**config.mk**
```make
export PLATFORM = sky130hd
export DESIGN_NAME = i2c_rx_byte_controller
export DESIGN_NICKNAME = d
export VERILOG_FILES = /design/src/rtl/i2c_rx_byte_controller.sv
export SDC_FILE = /design/constraint.sdc
export NUM_CORES = 1
export LEC_CHECK = 0
export ABC_AREA = 1
export CAP_MARGIN = 20
export CORE_UTILIZATION = 56
export DETAILED_ROUTE_END_ITERATION = 10
export MAX_ROUTING_LAYER = met4
export PLACE_DENSITY = 0.79
export SYNTH_ARGS = -nofsm -noshare
export SYNTH_HDL_FRONTEND = slang
export SYNTH_SLANG_ARGS = --single-unit
```
**constraint.sdc**
```tcl
create_clock -name i_clk -period 2.15 [get_ports i_clk]
set_clock_uncertainty 0.2 [all_clocks]
set_input_delay 0.215 -clock i_clk [delete_from_list [all_inputs] [get_ports i_clk]]
set_output_delay 0.215 -clock i_clk [all_outputs]
set_load 0.02 [all_outputs]
```
**src/rtl/i2c_rx_byte_controller.sv**
```systemverilog
// I2C master read-byte engine: clocks 8 bits in from the slave MSB-first, then drives ACK/NACK on pulse 9.
// Paced by a quarter-SCL-period tick; honours SCL stretching up to STRETCH_TIMEOUT ticks (0 = no limit).
module i2c_rx_byte_controller #(
  parameter int STRETCH_TIMEOUT = 1024
) (
  input  logic       i_clk,
  input  logic       i_rst,
  input  logic       i_tick,
  input  logic       i_rx_start,
  input  logic       i_ack,
  input  logic       i_scl,
  input  logic       i_sda,
  output logic [7:0] o_rx_data,
  output logic       o_rx_valid,
  output logic       o_rx_error,
  output logic       o_busy,
  output logic       o_sda,
  output logic       o_scl,
  output logic       o_sda_disable,
  output logic       o_scl_disable
);

  localparam int CNT_W = (STRETCH_TIMEOUT < 2) ? 1 : $clog2(STRETCH_TIMEOUT + 1);
  localparam logic [CNT_W-1:0] TIMEOUT_C = CNT_W'(STRETCH_TIMEOUT);

  typedef enum logic [3:0] {
    IDLE = 4'd0,
    BIT1 = 4'd1,
    BIT2 = 4'd2,
    BIT3 = 4'd3,
    BIT4 = 4'd4,
    BIT5 = 4'd5,
    BIT6 = 4'd6,
    BIT7 = 4'd7,
    BIT8 = 4'd8,
    ACK  = 4'd9
  } state_t;

  state_t           state, state_nxt;
  logic [1:0]       step, step_nxt;
  logic [CNT_W-1:0] cnt, cnt_nxt, cnt_inc;
  logic [7:0]       shreg, shreg_nxt;
  logic             ack_q, ack_nxt;
  logic [7:0]       data_nxt;
  logic             valid_nxt, error_nxt, busy_nxt, sda_nxt, scl_nxt;
  logic             in_byte, in_bits;

  assign in_bits = state inside {BIT1, BIT2, BIT3, BIT4, BIT5, BIT6, BIT7, BIT8};
  assign in_byte = in_bits || (state == ACK);

  // SCL is only released around the high half of each pulse; the slave owns SDA for the 8 data bits.
  assign o_scl_disable = in_byte && ((step == 2'd1) || (step == 2'd2));
  assign o_sda_disable = in_bits;

  assign cnt_inc = (&cnt) ? cnt : cnt + 1'b1;

  always_ff @(posedge i_clk) begin
    if (i_rst) begin
      state      <= IDLE;
      step       <= 2'd0;
      cnt        <= '0;
      shreg      <= 8'd0;
      ack_q      <= 1'b0;
      o_rx_data  <= 8'd0;
      o_rx_valid <= 1'b0;
      o_rx_error <= 1'b0;
      o_busy     <= 1'b0;
      o_sda      <= 1'b1;
      o_scl      <= 1'b0;
    end else begin
      state      <= state_nxt;
      step       <= step_nxt;
      cnt        <= cnt_nxt;
      shreg      <= shreg_nxt;
      ack_q      <= ack_nxt;
      o_rx_data  <= data_nxt;
      o_rx_valid <= valid_nxt;
      o_rx_error <= error_nxt;
      o_busy     <= busy_nxt;
      o_sda      <= sda_nxt;
      o_scl      <= scl_nxt;
    end
  end

  always_comb begin
    state_nxt = state;
    step_nxt  = step;
    cnt_nxt   = cnt;
    shreg_nxt = shreg;
    ack_nxt   = ack_q;
    data_nxt  = o_rx_data;
    valid_nxt = 1'b0;
    error_nxt = 1'b0;
    busy_nxt  = o_busy;
    sda_nxt   = o_sda;
    scl_nxt   = o_scl;

    case (state)
      IDLE: begin
        scl_nxt  = 1'b0;
        sda_nxt  = 1'b1;
        busy_nxt = 1'b0;
        step_nxt = 2'd0;
        // A start coinciding with the completion pulse belongs to the finished byte and is dropped.
        if (i_rx_start && !o_rx_valid) begin
          ack_nxt   = i_ack;
          shreg_nxt = 8'd0;
          state_nxt = BIT1;
          busy_nxt  = 1'b1;
        end
      end

      BIT1, BIT2, BIT3, BIT4, BIT5, BIT6, BIT7, BIT8, ACK: begin
        if (i_tick) begin
          case (step)
            2'd0: begin
              scl_nxt  = 1'b1;
              cnt_nxt  = '0;
              step_nxt = 2'd1;
            end
            2'd1: begin
              if (i_scl) begin
                step_nxt = 2'd2;
              end else begin
                cnt_nxt = cnt_inc;
                if ((STRETCH_TIMEOUT != 0) && (cnt_inc == TIMEOUT_C)) begin
                  error_nxt = 1'b1;
                  state_nxt = IDLE;
                  step_nxt  = 2'd0;
                  busy_nxt  = 1'b0;
                  scl_nxt   = 1'b0;
                  sda_nxt   = 1'b1;
                end
              end
            end
            2'd2: begin
              if (state != ACK) shreg_nxt = {shreg[6:0], i_sda};
              scl_nxt  = 1'b0;
              step_nxt = 2'd3;
            end
            default: begin
              step_nxt = 2'd0;
              if (state == ACK) begin
                data_nxt  = shreg;
                valid_nxt = 1'b1;
                sda_nxt   = 1'b1;
                busy_nxt  = 1'b0;
                state_nxt = IDLE;
              end else begin
                state_nxt = state_t'(state + 4'd1);
                // Master takes SDA for the acknowledge bit: low = ACK, high = NACK.
                if (state == BIT8) sda_nxt = ~ack_q;
              end
            end
          endcase
        end
      end

      default: begin
        state_nxt = IDLE;
        step_nxt  = 2'd0;
        busy_nxt  = 1'b0;
      end
    endcase
  end

endmodule
```
Yosys cells after proc, flatten, opt, wreduce, memory -nomap -nowiden
Index checks and enable logic that the tools add are counted.
W data, S select, Z words.

cells by class
  $add $sub $neg = 2
  equal/unequal tests = 25
  multiplexer cells = 37
  bitwise logic cells = 5
  reductions and logical operators = 26

operators by type and width
  cell                     count
  $mux W8                  4
  $mux W11                 2
  $pmux W11 S2             1
  $mux W4                  5
  $reduce_and A5 Y1        4
  $eq A4 B3 Y1 const B     4
  $pmux W4 S2              2
  $pmux W8 S2              1
  $mux W1                  13
  $ne A2 B2 Y1 const B     6
  $ne A4 B4 Y1 const B     3
  $add A11 B1 Y11 const B  1
  $eq A11 B11 Y1 const B   1
  $reduce_and A11 Y1       1
  $pmux W1 S2              5
  $ne A3 B3 Y1 const B     3
  $reduce_or A9 Y1         1
  $eq A4 B2 Y1 const B     2
  $eq A4 B4 Y1 const B     2
  $reduce_and A4 Y1        2
  $reduce_bool A8 Y1       1
  $pmux W2 S3              1
  $reduce_and A6 Y1        1
  $reduce_or A6 Y1         1
  other kinds (18)         28

storage, ports and cells
  register bits after elaboration = 39
  output and inout bits = 15

Logic depth before layout (Yosys ltp)
  depth in word-level cells = 8
  gate-level depth with buffers = 15
  gate-level depth less buffers = 15

Worst setup path before layout
Ideal clock, no wire load.

  kind = register to register
  start point = reg cnt[0]
  end point = reg o_scl
  library setup time = 0.115 ns
  arrival time = 1.637 ns
  path slack = 0.198 ns
  stages on the path, launching flop included = 14
  clock period less this slack = 1.952 ns
  path through = dfxtp_1 ha_1 nand2_2 nor2_4 nand3_2 nand2_1 nand2_1 nand3_2 nor2_2 nand2_2 nand2_2 buf_6 a21oi_1 nor2_1

on the way
  word-level cells in the longest chain between the ends = 5
  elaborated cells between the ends (all ways) = 6
  those cells by class = add/sub (1); eq/ne (2); mux (1); reduce/logical (2)

RTL lines
  item                                                          RTL line  source
  start, declared                                               41        logic [CNT_W-1:0] cnt, cnt_nxt, cnt_inc;
  start signal, assigned                                        73        cnt <= cnt_nxt;
  $add A11 B1 Y11 / $reduce_and A11 Y1 (equally long branches)  55        assign cnt_inc = (&cnt) ? cnt : cnt + 1'b1;
  $mux W11 *                                                    55
  $eq A11 B11 Y1 *                                              126       if ((STRETCH_TIMEOUT != 0) && (cnt_inc == TIMEOUT_C)) begin
  $ne A3 B3 Y1 (no line) *                                      n/a
  $reduce_and A5 Y1 (no line) *                                 n/a
  end signal, assigned                                          81        o_scl <= scl_nxt;
  end, declared                                                 18        output logic o_scl,

Mark *: on every way between the ends. The rest lies on a longest branch, timed or not.
A chain may end at the register's enable or synchronous reset.

Final worst setup path
  start point = reg cnt[1]
  end point = reg state[1]

on the way
  word-level cells in the longest chain between the ends = 5
  elaborated cells between the ends (all ways) = 6
  those cells by class = add/sub (1); eq/ne (2); mux (1); reduce/logical (2)

RTL lines
  item                                                          RTL line  source
  $add A11 B1 Y11 / $reduce_and A11 Y1 (equally long branches)  55
  $mux W11 *                                                    55
  $eq A11 B11 Y1 *                                              126
  $ne A3 B3 Y1 (no line) *                                      n/a
  $reduce_and A5 Y1 (no line) *                                 n/a
  end signal, assigned                                          71        state <= state_nxt;
  end, declared                                                 39        state_t state, state_nxt;

Marks and branches as above.

==> run summary <==
Worst EP required - 2180 ps
Fin nets - 370
Insertion delay to the later sink of the worst-skew pair - 300 ps
Synth unique cells - 31
DR pass1 iterations - 4
Post-synthesis net count - 330
Outcome - finished with violations
Hpwl dp - 3.53 mm
Final Worst Setup Slack - -30.2 ps
Clk buf depth - 2
FP Rows - 22
Drt total wl - 5.37 mm
Switching pwr - 1.10 mW
Synth Warn # - 0
Final setup viols - 2
Synth Instances - 318
IO Port Bufs - 21
Largest cells by area after synthesis - dfxtp_1 36%, nand2_1 13%, nand3_1 7.7%
Max Cap Viol - 0
Initial core utilization - 0.585
GRT met2 Usage - 0.451
Switching Fraction - 0.396
Commonest non-fill, non-tap cell in the layout - nand2_1
Pwr dens - 1010 nW/um^2
Max-slew violations - 0
Layout cell share with drive strength beyond 1 - 0.198
Most frequent cells in the layout - 69 x nand2_1, 38 x inv_1, 36 x dfxtp_1
Initial antenna violation count - 0
Worst slew margin - 0.677
Non-Filler Instances - 407
RSZ-0062 raised after global routing - true
Sequential power share - 0.299
HP Class - register to register
CTS Buf Count - 5
Hold Fails Final Rpt - 0
GRT busiest layer - met2
ANT cells - 0
Routed Antenna Nets - 0
Combinational share of power - 0.441
Vias in the first global route - 1,977
Area grow syn2layout - 28.2%
Top-area cell type share of the netlist area - 0.364
CTS tree - done
IO Pins - 22
Failing checks - negative setup slack
Sink Count - 39
GP Congestion - 0.907
Die area - 4080 um^2
CP endpoint kind - register
CP Data Arrival Time - 2210 ps
Kind of critical path - register to register
Internal - 1.68 mW
Vias per inst - 5.41
Clock share of power - 0.260
Largest net degree at the start of global routing - 26
Peak VDD IR - 903 uV
Synth Area per Inst - 6.74 um^2
DR iter-0 viols - 178
Gr usage total - 0.276
Core footprint - 3660 um^2
Fmax - 459 MHz
Inst Count DP - 390
Routing usage on met3 - 0.0536
Grt met1 use - 0.331
Final period utilization - 1.01
Register area share after synthesis - 0.364
Dpl ws - 44.1 ps
CTS H-tree lvls - 2
Root Driver - clkbuf_8
DRC violations left - 0
DIE WIDTH - 63.8 um
CP max FO - 8
Die height - 63.8 um
Synth area leader - dfxtp_1
Leakage - 1.11 nW
First-pass GRT wire length - 8.56 mm
Wire per inst - 13.2 um
Worst slew pin tran - 483 ps
Synthesized cell area - 2140 um^2
Remaining global-route overflow - 0
Type of origin of the critical path - register
Clock transition at path regs - 80 ps
Final min period - 2180 ps
Vias - 2,203
Register bit total from synthesis - 39
## sequential cells by signal, summed over array words and instances, names as in the netlist
signal / flops
ack_q: 1
o_rx_data: 8
o_busy: 1
o_rx_valid: 1
o_sda: 1
cnt: 11
o_scl: 1
step: 2
o_rx_error: 1
shreg: 8
state: 4
## final cells by class
class                      instances  area, um^2
multi-input combinational        229        1260
fill                             274         915
tap                               48        60.1
timing repair buffer              39         348
sequential                        39         785
clock inverter                     2        60.1
clock buffer                       6        72.6
inverter                          44         165
## stage by stage
stage | utilization | cell area [um^2] | total power [mW] | hold WS [ps] | setup TNS (ps)
5_1_grt | 0.750 | 2750 | 2.97 | 269 | -675
4_1_cts | 0.706 | 2580 | 2.61 | 251 | 0
2_1_floorplan | - | 2140 | 1.60 | 150 | 0
6_report | 0.750 | 2750 | 2.78 | 246 | -31.5
3_5_place_dp | 0.669 | 2450 | 1.88 | 238 | 0
3_3_place_gp | 0.669 | 2450 | 1.88 | 235 | 0
## timing repair
| item | 4_1_cts | 5_1_grt |
|---|---|---|
| hold buffers | 0 | 0 |
| setup endpoints to repair | 5 | 29 |
| cloned | 0 | 1 |
| buffers inserted | 0 | 8 |
| resized for setup | 3 | 28 |
| pin swaps | 0 | 16 |
## cell families (layout without fill, tap and decap cells)
family	count (synthesis)	count (layout)	share of synthesized area
and+or+nand+nor	162	163	0.348
AOI/OAI and AO/OA	57	57	0.147
buffers and inverters	51	91	0.0952
DFF	39	39	0.364
adders and majority gates	5	5	0.0292
xor gates and xnor gates	4	4	0.0164
## synth_stat cells
master,n
a21oi_1,31
a21oi_2,1
a31oi_1,1
a41oi_1,1
buf_2,1
buf_4,1
buf_6,1
clkbuf_1,4
dfxtp_1,39
ha_1,5
inv_1,40
inv_2,4
nand2_1,74
nand2_2,6
nand3_1,33
nand3_2,4
nand4_1,5
nor2_1,27
nor2_2,4
nor2_4,3
nor3_1,4
nor4_1,1
o211ai_1,1
o21ai_0,15
o21ai_1,1
o21ai_2,3
o21bai_1,2
o31ai_1,1
or2_2,1
xnor2_1,1
xor2_1,3
## final timing paths
path,from,endpoint,slack (ps),depth (start not counted)
max,cnt[1],state[1],-30,12
min,o_rx_data[2],o_rx_data[2],250,2
min reg2reg,o_rx_data[2],o_rx_data[2],250,2
max reg2reg,cnt[1],state[1],-30,12
## power by group through the flow
stage | combinational (mW) | sequential [mW] | clock, mW
2_1_floorplan | 0.747 | 0.857 | 0
3_3_place_gp | 1.04 | 0.843 | 0
3_5_place_dp | 1.03 | 0.842 | 0
4_1_cts | 1.04 | 0.826 | 0.741
5_1_grt | 1.37 | 0.842 | 0.757
6_report | 1.23 | 0.831 | 0.722
## worst max-delay path: stages, from the launching register on
cell     delay (ps)
dfxtp_2         360
ha_4            150
nand2_4          60
nor2_4          200
nand2_4          80
o21ai_2         180
nand3_1         140
nor2_2          140
nand2_2         100
nand2_4         130
buf_4           140
nand3_1         100
a21oi_1         140
## layer usage
| metal | share of wire | up-vias |
|---|---|---|
| met2 | 0.50 | 57 |
| li1 | - | 1117 |
| met3 | 0.041 | 14 |
| met1 | 0.44 | 1015 |
| met5 | 0 | - |
| met4 | 0.023 | 0 |
Note: power is estimated with default switching activity, not from simulation.
